## config.mk

```make
export PLATFORM = sky130hd
export DESIGN_NAME = chan_550_capture_trigger_ctrl
export DESIGN_NICKNAME = d
export VERILOG_FILES = /design/src/rtl/chan_550_capture_pkg.sv /design/src/rtl/chan_550_capture_addr_gen.sv /design/src/rtl/chan_550_capture_trigger_ctrl.sv
export SDC_FILE = /design/constraint.sdc
export NUM_CORES = 1
export LEC_CHECK = 0
export ABC_AREA = 1
export CORE_MARGIN = 4
export CORE_UTILIZATION = 52
export CTS_BUF_LIST = sky130_fd_sc_hd__clkbuf_8
export CTS_CLUSTER_SIZE = 12
export DETAILED_ROUTE_END_ITERATION = 6
export PLACE_DENSITY = 0.89
export SYNTH_ARGS = -nofsm -noshare
export SYNTH_HDL_FRONTEND = slang
export SYNTH_SLANG_ARGS = --single-unit
```

## constraint.sdc

```tcl
create_clock -name user_clk -period 3.7 [get_ports user_clk]
set_input_delay 0.555 -clock user_clk [delete_from_list [all_inputs] [get_ports user_clk]]
set_output_delay 0.555 -clock user_clk [all_outputs]
set_load 0.05 [all_outputs]
```

## src/rtl/chan_550_capture_pkg.sv

```systemverilog
// Shared types and field offsets for the chan_550 capture trigger controller.
// The state encoding is visible to software through status_word.
package chan_550_capture_pkg;

    typedef enum logic [1:0] {
        IDLE    = 2'd0,
        ARMED   = 2'd1,
        CAPTURE = 2'd2,
        DONE    = 2'd3
    } cap_state_t;

    localparam int ARM_BIT      = 0;
    localparam int FORCE_BIT    = 1;
    localparam int POST_LEN_LSB = 16;

    localparam int DONE_BIT  = 31;
    localparam int STATE_LSB = 28;

endpackage

```

## src/rtl/chan_550_capture_addr_gen.sv

```systemverilog
// Capture write-address generator.
// It owns the wrapping write pointer, the saturating pre-fill count and the post-trigger countdown.
module chan_550_capture_addr_gen #(
    parameter int ADDR_W = 10
) (
    input  logic              clk,
    input  logic              rst_n,
    input  logic              clear,
    input  logic              wr_en,
    input  logic              load_rem,
    input  logic              count_post,
    input  logic [ADDR_W-1:0] post_len,
    input  logic [ADDR_W:0]   pre_len,
    output logic [ADDR_W-1:0] wr_addr,
    output logic [ADDR_W:0]   fill_cnt,
    output logic [ADDR_W-1:0] remaining
);

    // wr_addr wraps naturally at 2^ADDR_W.
    // fill_cnt needs one extra bit because pre_len can equal the full depth.
    always_ff @(posedge clk or negedge rst_n) begin
        if (!rst_n) begin
            wr_addr  <= '0;
            fill_cnt <= '0;
        end else if (clear) begin
            wr_addr  <= '0;
            fill_cnt <= '0;
        end else if (wr_en) begin
            wr_addr <= wr_addr + 1'b1;
            if (fill_cnt < pre_len) begin
                fill_cnt <= fill_cnt + 1'b1;
            end
        end
    end

    always_ff @(posedge clk or negedge rst_n) begin
        if (!rst_n) begin
            remaining <= '0;
        end else if (load_rem) begin
            remaining <= post_len;
        end else if (count_post && (remaining != '0)) begin
            remaining <= remaining - 1'b1;
        end
    end

endmodule

```

## src/rtl/chan_550_capture_trigger_ctrl.sv

```systemverilog
// Threshold-triggered snapshot sequencer.
// It fills a circular capture BRAM with pre-trigger and post-trigger samples and reports the result in status_word.
module chan_550_capture_trigger_ctrl
    import chan_550_capture_pkg::*;
#(
    parameter int ADDR_W = 10,
    parameter int DATA_W = 32
) (
    input  logic              user_clk,
    input  logic              user_rst_n,
    input  logic [31:0]       threshold,
    input  logic [31:0]       ctrl_word,
    input  logic [DATA_W-1:0] data_in,
    input  logic              data_valid,
    output logic [ADDR_W-1:0] bram_addr,
    output logic [DATA_W-1:0] bram_data,
    output logic              bram_we,
    output logic [31:0]       status_word,
    output logic              done
);

    localparam int              CMP_W = (DATA_W > 32) ? DATA_W : 32;
    localparam logic [ADDR_W:0] DEPTH = {1'b1, {ADDR_W{1'b0}}};

    cap_state_t        state, state_nxt;
    logic              arm, force_trig, arm_d, arm_edge, hit;
    logic [ADDR_W-1:0] post_len, wr_addr, remaining, trig_addr;
    logic [ADDR_W:0]   pre_len, fill_cnt;
    logic [CMP_W-1:0]  data_x, thr_x;
    logic              wr_en, trigger, clear_cnt, load_rem, count_post;
    logic              unused_ctrl;

    assign arm        = ctrl_word[ARM_BIT];
    assign force_trig = ctrl_word[FORCE_BIT];
    assign post_len   = ctrl_word[POST_LEN_LSB +: ADDR_W];
    assign pre_len    = DEPTH - {1'b0, post_len};
    assign arm_edge   = arm & ~arm_d;

    assign data_x = CMP_W'(data_in);
    assign thr_x  = CMP_W'(threshold);
    assign hit    = data_valid & (data_x >= thr_x);

    assign unused_ctrl = ^{ctrl_word[31:POST_LEN_LSB+ADDR_W], ctrl_word[POST_LEN_LSB-1:2]};

    chan_550_capture_addr_gen #(.ADDR_W(ADDR_W)) u_addr_gen (
        .clk        (user_clk),
        .rst_n      (user_rst_n),
        .clear      (clear_cnt),
        .wr_en      (wr_en),
        .load_rem   (load_rem),
        .count_post (count_post),
        .post_len   (post_len),
        .pre_len    (pre_len),
        .wr_addr    (wr_addr),
        .fill_cnt   (fill_cnt),
        .remaining  (remaining)
    );

    always_ff @(posedge user_clk or negedge user_rst_n) begin
        if (!user_rst_n) begin
            state <= IDLE;
        end else begin
            state <= state_nxt;
        end
    end

    // Abort (arm low) takes priority over a trigger in the same ARMED cycle.
    always_comb begin
        state_nxt = state;
        case (state)
            IDLE:    if (arm_edge) state_nxt = ARMED;
            ARMED: begin
                if (!arm) begin
                    state_nxt = IDLE;
                end else if (trigger) begin
                    state_nxt = (post_len == '0) ? DONE : CAPTURE;
                end
            end
            CAPTURE: if (data_valid && (remaining == ADDR_W'(1))) state_nxt = DONE;
            DONE:    if (arm_edge) state_nxt = ARMED;
            default: state_nxt = IDLE;
        endcase
    end

    always_comb begin
        wr_en      = 1'b0;
        trigger    = 1'b0;
        clear_cnt  = 1'b0;
        load_rem   = 1'b0;
        count_post = 1'b0;
        case (state)
            IDLE, DONE: clear_cnt = arm_edge;
            ARMED: begin
                if (arm) begin
                    wr_en    = data_valid;
                    trigger  = (hit && (fill_cnt >= pre_len)) || force_trig;
                    load_rem = trigger;
                end
            end
            CAPTURE: begin
                wr_en      = data_valid;
                count_post = data_valid;
            end
            default: ;
        endcase
    end

    // Registered BRAM write port plus the arm edge detector and trigger position.
    always_ff @(posedge user_clk or negedge user_rst_n) begin
        if (!user_rst_n) begin
            arm_d     <= 1'b0;
            trig_addr <= '0;
            bram_we   <= 1'b0;
            bram_addr <= '0;
            bram_data <= '0;
        end else begin
            arm_d   <= arm;
            bram_we <= wr_en;
            if (wr_en) begin
                bram_addr <= wr_addr;
                bram_data <= data_in;
            end
            if (trigger) begin
                trig_addr <= wr_addr;
            end
        end
    end

    assign done = (state == DONE);

    always_comb begin
        status_word                      = '0;
        status_word[ADDR_W-1:0]          = trig_addr;
        status_word[STATE_LSB +: 2]      = state;
        status_word[DONE_BIT]            = done;
    end

endmodule

```

**Word level (Yosys, flattened, before mapping)**

Cells that the tools add are included.

- Flip-flop bits (word level): 87
- Latch bits: 0
- RAM bits: 0
- ROM bits: 0
- Bits of input ports: 99
- Output and inout port bits: 76
- Word-level logic and storage cells: 58
- Memories kept: 0

- Add/sub/neg operators: 4
- Multiply operators: 0
- Div/mod/pow operators: 0
- Order comparisons: 3
- Equal/unequal tests: 7
- Shift operators: 0
- Mux-type cells: 19
- Bitwise gates (word level): 3
- Reductions and logical operators: 13

Operators with widths:

| kind | count |
|---|---|
| $mux 10 | 4 |
| $mux 11 | 3 |
| $ge 32x32->1 | 1 |
| $add 11x1->11 const B | 1 |
| $ge 11x11->1 | 1 |
| $lt 11x11->1 | 1 |
| $sub 11x10->11 const A | 1 |
| $add 10x1->10 const B | 1 |
| $eq 10x1->1 const B | 1 |
| $logic_not 10->1 | 1 |
| $reduce_bool 10->1 | 1 |
| $sub 10x1->10 const B | 1 |
| $mux 2 | 4 |
| $mux 1 | 6 |
| $pmux 2 s3 | 1 |
| $reduce_bool 2->1 | 3 |
| $eq 2x2->1 const B | 2 |
| $logic_and 1x1->1 | 3 |
| $ne 3x3->1 const B | 1 |
| $reduce_and 3->1 | 1 |
| $and 1x1->1 | 2 |
| $eq 2x1->1 const B | 1 |
| $logic_not 2->1 | 1 |
| $ne 2x1->1 const B | 1 |
| 6 further kinds | 6 |

**Depth between registers and ports, before layout**

- Depth in word-level cells: 9
- Depth in mapped cells: 22
- Gate-level depth less buffers: 21

**Modules after synthesis**

From an unflattened synthesis, not the netlist that was laid out.

- Cells, all modules: 816
- Area total of the unflattened synthesis: 5931.9 um2

Modules (own cells, without submodules):

| module | instances | cells an instance | area an instance (um2) | seq. area each (um2) |
|---|---|---|---|---|
| chan_550_capture_trigger_ctrl | 1 | 486 | 3739.8 | 1401.3 |
| chan_550_capture_addr_gen | 1 | 330 | 2192.1 | 775.7 |

**Least setup slack after synthesis**

OpenSTA, ideal clock, no wires.

- Path kind: input -> register
- Start: input ctrl_word[16]
- End: register u_addr_gen.remaining[3]
- Library setup time: 0.117 ns
- Arrival time: 2.799 ns
- Required time: 3.583 ns
- Slack: 0.784 ns
- Cell stages on the path: 21
- Buffers on the path: 2
- Cell sequence: inv_1 ha_1 nand2_1 nor2_1 nand3_1 nor3_1 nand3_1 ha_1 nand4_1 nor2_1 nand2_1 nand3_1 nor2_1 nor2_1 nand2_1 nand2_2 nand2_2 buf_6 buf_6 nand3_1 nand2_1

- Cells in the longest elaborated chain, start to end: 7
- Elaborated cells between the ends (all ways): 8
- Classes of those cells: add/sub (1); order compare (1); mux (3); reduce/logical (3)

RTL lines:

| item | line | source |
|---|---|---|
| start: declaration | chan_550_capture_trigger_ctrl.sv:12 | `input logic [31:0] ctrl_word,` |
| $sub 11x10->11 * | chan_550_capture_trigger_ctrl.sv:36 | `assign pre_len = DEPTH - {1'b0, post_len};` |
| $ge 11x11->1 * | chan_550_capture_trigger_ctrl.sv:96 | `trigger = (hit && (fill_cnt >= pre_len)) \|\| force_trig;` |
| $logic_and 1x1->1 * | chan_550_capture_trigger_ctrl.sv:96 |  |
| $logic_or 1x1->1 * | chan_550_capture_trigger_ctrl.sv:96 |  |
| $mux 1 * | chan_550_capture_trigger_ctrl.sv:94 | `if (arm) begin` |
| $mux 1 * | chan_550_capture_trigger_ctrl.sv:91 | `case (state)` |
| $mux 10 or $reduce_bool 2->1 (tied branches) | - |  |
| end signal: assignment | chan_550_capture_addr_gen.sv:40 | `remaining <= post_len;` |
| end signal: assignment | chan_550_capture_addr_gen.sv:42 | `remaining <= remaining - 1'b1;` |
| end: declaration | chan_550_capture_addr_gen.sv:16 | `output logic [ADDR_W-1:0] remaining` |

Mark *: on every way between the ends. The rest lies on a longest branch, timed or not.
A chain may end at the register's enable or synchronous reset.

**Worst setup path in the final report**

- Start: input ctrl_word[16]
- End: register u_addr_gen.remaining[5]

Same word-level chain as after synthesis.

==> reports/summary.txt <==
Worst-Margin Slew -> 0.9683 ns
flops & latches, synth -> 87
drt wl/cell -> 13.07 um
Synth Warn # -> 0
crit path DAT -> 3.58 ns
syn_area_per_cell -> 7.637 um^2
Synth area leaders -> dfrtp_1, nand2_1, ha_1
H-tree levels -> 3
Hold Path Class -> in2async
clock-pin slew on the worst setup and hold paths -> 0.10 ns
number of max-slew violations in the final report -> 0
leading area contributor after synthesis -> dfrtp_1
CTS Buf Count -> 9
number of synthesized flops with an enable pin -> 0
Hold WS -> 0.3311 ns
CP peak stage delay -> 0.47 ns
Layout fillers -> 864
synth cell count leaders -> nand2_1, inv_1, dfrtp_1, ha_1, nor2_1
DIE WIDTH -> 110.2 um
r2r startpoint -> state[0]$_DFFE_PN0P_
switch share -> 49.28%
Post-Layout Cell Count -> 988
First DRT Iteration DRCs -> 288
relative slew slack -> 35.44%
Crit. End Element -> register
crit-path cells -> clkdlybuf4s50_1 > inv_1 > ha_1 > nand2_1 > nor2_1 > nand3_1 > nor3_2 > nand3_1 > ha_1 > a21oi_1 > o21a_1 > nand3_1 > nor2_1 > nor2_1 > nand2_1 > nand2_2 > nand2_2 > buf_4 > nand2_1 > nand2_1 > nand2_1
status -> complete, no violations
count leader, synth -> nand2_1
final worst-path cycle share -> 89.97%
area grow syn2layout -> 29.82%
combinational fraction of design power -> 53.5%
Setup Buffers After CTS -> 0
die area -> 12140 um^2
Max VDD drop -> 0.0004595 V
Net Switching -> 0.002312 W
area occupied by multi-input gates -> 2721 um^2
first-pass GRT wire length -> 21410 um
number of failing hold endpoints at the final stage -> 0
largest net degree at the start of global routing -> 77
most used cell, CP -> nand2_1
Tot Pwr -> 0.004692 W
asr flop ratio synth -> 100.0%
Setup Skew -> 0.01647 ns
Initial Util -> 53.08%
leakage -> 3.608 nW
Tot GR Track Use -> 22.24%
worst skew pair latency -> 0.36 ns
Placed Area -> 6842 um^2
total global routing overflow -> 0
Max Fclk -> 0.3004 GHz
final wirelength -> 12910 um
worst setup margin -> 0.3710 ns
Pwr Density -> 665.5 nW/um^2
Mapped Area -> 5430 um^2
routed vias -> 4808
layout cells sized above 1 -> 5.282%
Port Buffers -> 135
CORE AREA -> 10230 um^2
nature of the critical path startpoint -> input port
Reg area -> 2177 um^2
clock power share -> 14.1%
sequential share of the synthesized area -> 40.09%
crit path from -> ctrl_word[16]
initial antenna violation count -> 0
Internal -> 0.002380 W
ANT nets after route -> 0
DRC -> 0
setup violators final -> 0
RSZ-0062 raised after global routing -> no
Main synth FF type -> dfrtp_1
Clock Sink Count -> 87
clock buffer depth -> 2
Antenna diodes -> 0
io pins -> 175
sequential power share -> 32.4%
slowest stage cell on the critical path -> clkdlybuf4s50_1
Distinct cells, synth -> 36
CTS tree -> done
clock root cell -> clkbuf_8
Worst Path Required -> 3.95 ns
drt pass-1 iters -> 5
hpwl dp -> 9867 um
critical-path maximum fanout -> 12
Die Ht -> 110.2 um
CP Class -> in2reg
Post-Place Cells -> 972
vias in the first global route -> 4785
routability cong. -> 0.8817
max_cap viols -> 0
Placement Rows -> 37
top-area cell type share of the netlist area -> 40.09%
Design Area, Final -> 7049 um^2
cell count after synthesis -> 711
Post-Place Worst Slack -> -0.05475 ns
min Tclk post-route -> 3.329 ns
nets@finish -> 997
Reg2Reg Setup Slack -> 1.31 ns
via-per-instance ratio -> 4.866
## cell families (layout without fill, tap and decap cells)
group                      Yosys count  after routing  share of synthesized area [%]
and+or+nand+nor                    349            349                          27.19
adders and majority gates           51             51                          11.75
xor gates and xnor gates            17             17                          2.742
AOI/OAI and AO/OA                   71             71                          6.935
other                                1             19                        0.06906
buffers and inverters              135            258                          11.22
DFF                                 87             87                          40.09
## state kept, by name (all words and copies together) (netlist names)
signal and flops:
bram_addr 10, trig_addr 10, state 2, u_addr_gen.wr_addr 10
u_addr_gen.fill_cnt 11, arm_d 1, u_addr_gen.remaining 10, bram_we 1
bram_data 32
## power groups by stage
stage               registers, W  logic (W)  clock network (W)
finish                   0.00152    0.00251           0.000661
floorplan                0.00232   0.000912                  0
global route             0.00157    0.00274           0.000715
global placement         0.00153    0.00247                  0
CTS                      0.00152    0.00253           0.000675
detailed placement       0.00153    0.00252                  0
## routing by layer
metal / routed length [um] / track usage [%] / part of all wire, % / vias to the layer above
li1: - / - / - / 2474
met1: 5589 / 28.34 / 43 / 2185
met2: 6230 / 37.74 / 48 / 127
met3: 778 / 4.718 / 6.0 / 22
met4: 317 / 7.212 / 2.5 / 0
met5: 0 / 0 / 0 / -
## per-stage QoR
| step | TNS, ns | util, % |
|---|---|---|
| floorplan | 0 | - |
| global placement | 0 | 66.87 |
| detailed placement | -0.3785 | 66.87 |
| CTS | 0 | 68.80 |
| global route | 0 | 68.90 |
| finish | 0 | 68.90 |
## final timing paths
path / endpoint / cells past startpoint
worst max-delay path: u_addr_gen.remaining[5]$_DFFE_PN0P_ / 21
worst min-delay path: u_addr_gen.fill_cnt[6]$_DFFE_PN0P_ / 1
worst max register to register: u_addr_gen.fill_cnt[7]$_DFFE_PN0P_ / 10
worst min register to register: bram_data[3]$_DFFE_PN0P_ / 2
max in group asynchronous: bram_addr[0]$_DFFE_PN0P_ / 2
min in group user_clk: bram_data[3]$_DFFE_PN0P_ / 2
## final cells by class
class / instances / share of cell area [%]
multi-input cells: 507 / 38.60
flip-flops and latches: 87 / 30.88
repair buffers: 143 / 19.99
inverters: 99 / 5.307
well taps: 136 / 2.414
clock buffers: 9 / 1.757
clock inverters: 7 / 1.047
## critical path, delay by kind of cell
family / cells / cell delay (ns)
AO/OA/AOI/OAI: 2 / 0.33
adder cells (fa/ha/maj): 2 / 0.51
buffers and inverters: 3 / 0.76
AND/OR/NAND/NOR: 14 / 1.42
## repair_timing
item | in CTS | in global routing
endpoints found under the setup margin | 0 | 11
hold buffers | 0 | 0
resized for setup | 0 | 2
## cells in the final DEF (no fill, tap or decap), drive strengths merged, types with 2 or more instances in the layout
cell,synthesis,final
clkdlybuf4s50,0,134
dfrtp,87,87
o21ai,36,36
buf,25,9
xor2,14,14
inv,99,102
a211oi,2,2
conb,1,19
ha,51,51
nor4,4,4
clkinv,0,4
xnor2,3,3
nor3,16,16
nand3,37,37
clkbuf,11,9
nand2,235,235
nand4,8,8
o21a,2,2
a21o,2,2
nor2,47,47
a21oi,28,28
(Power assumes the default switching activity.)
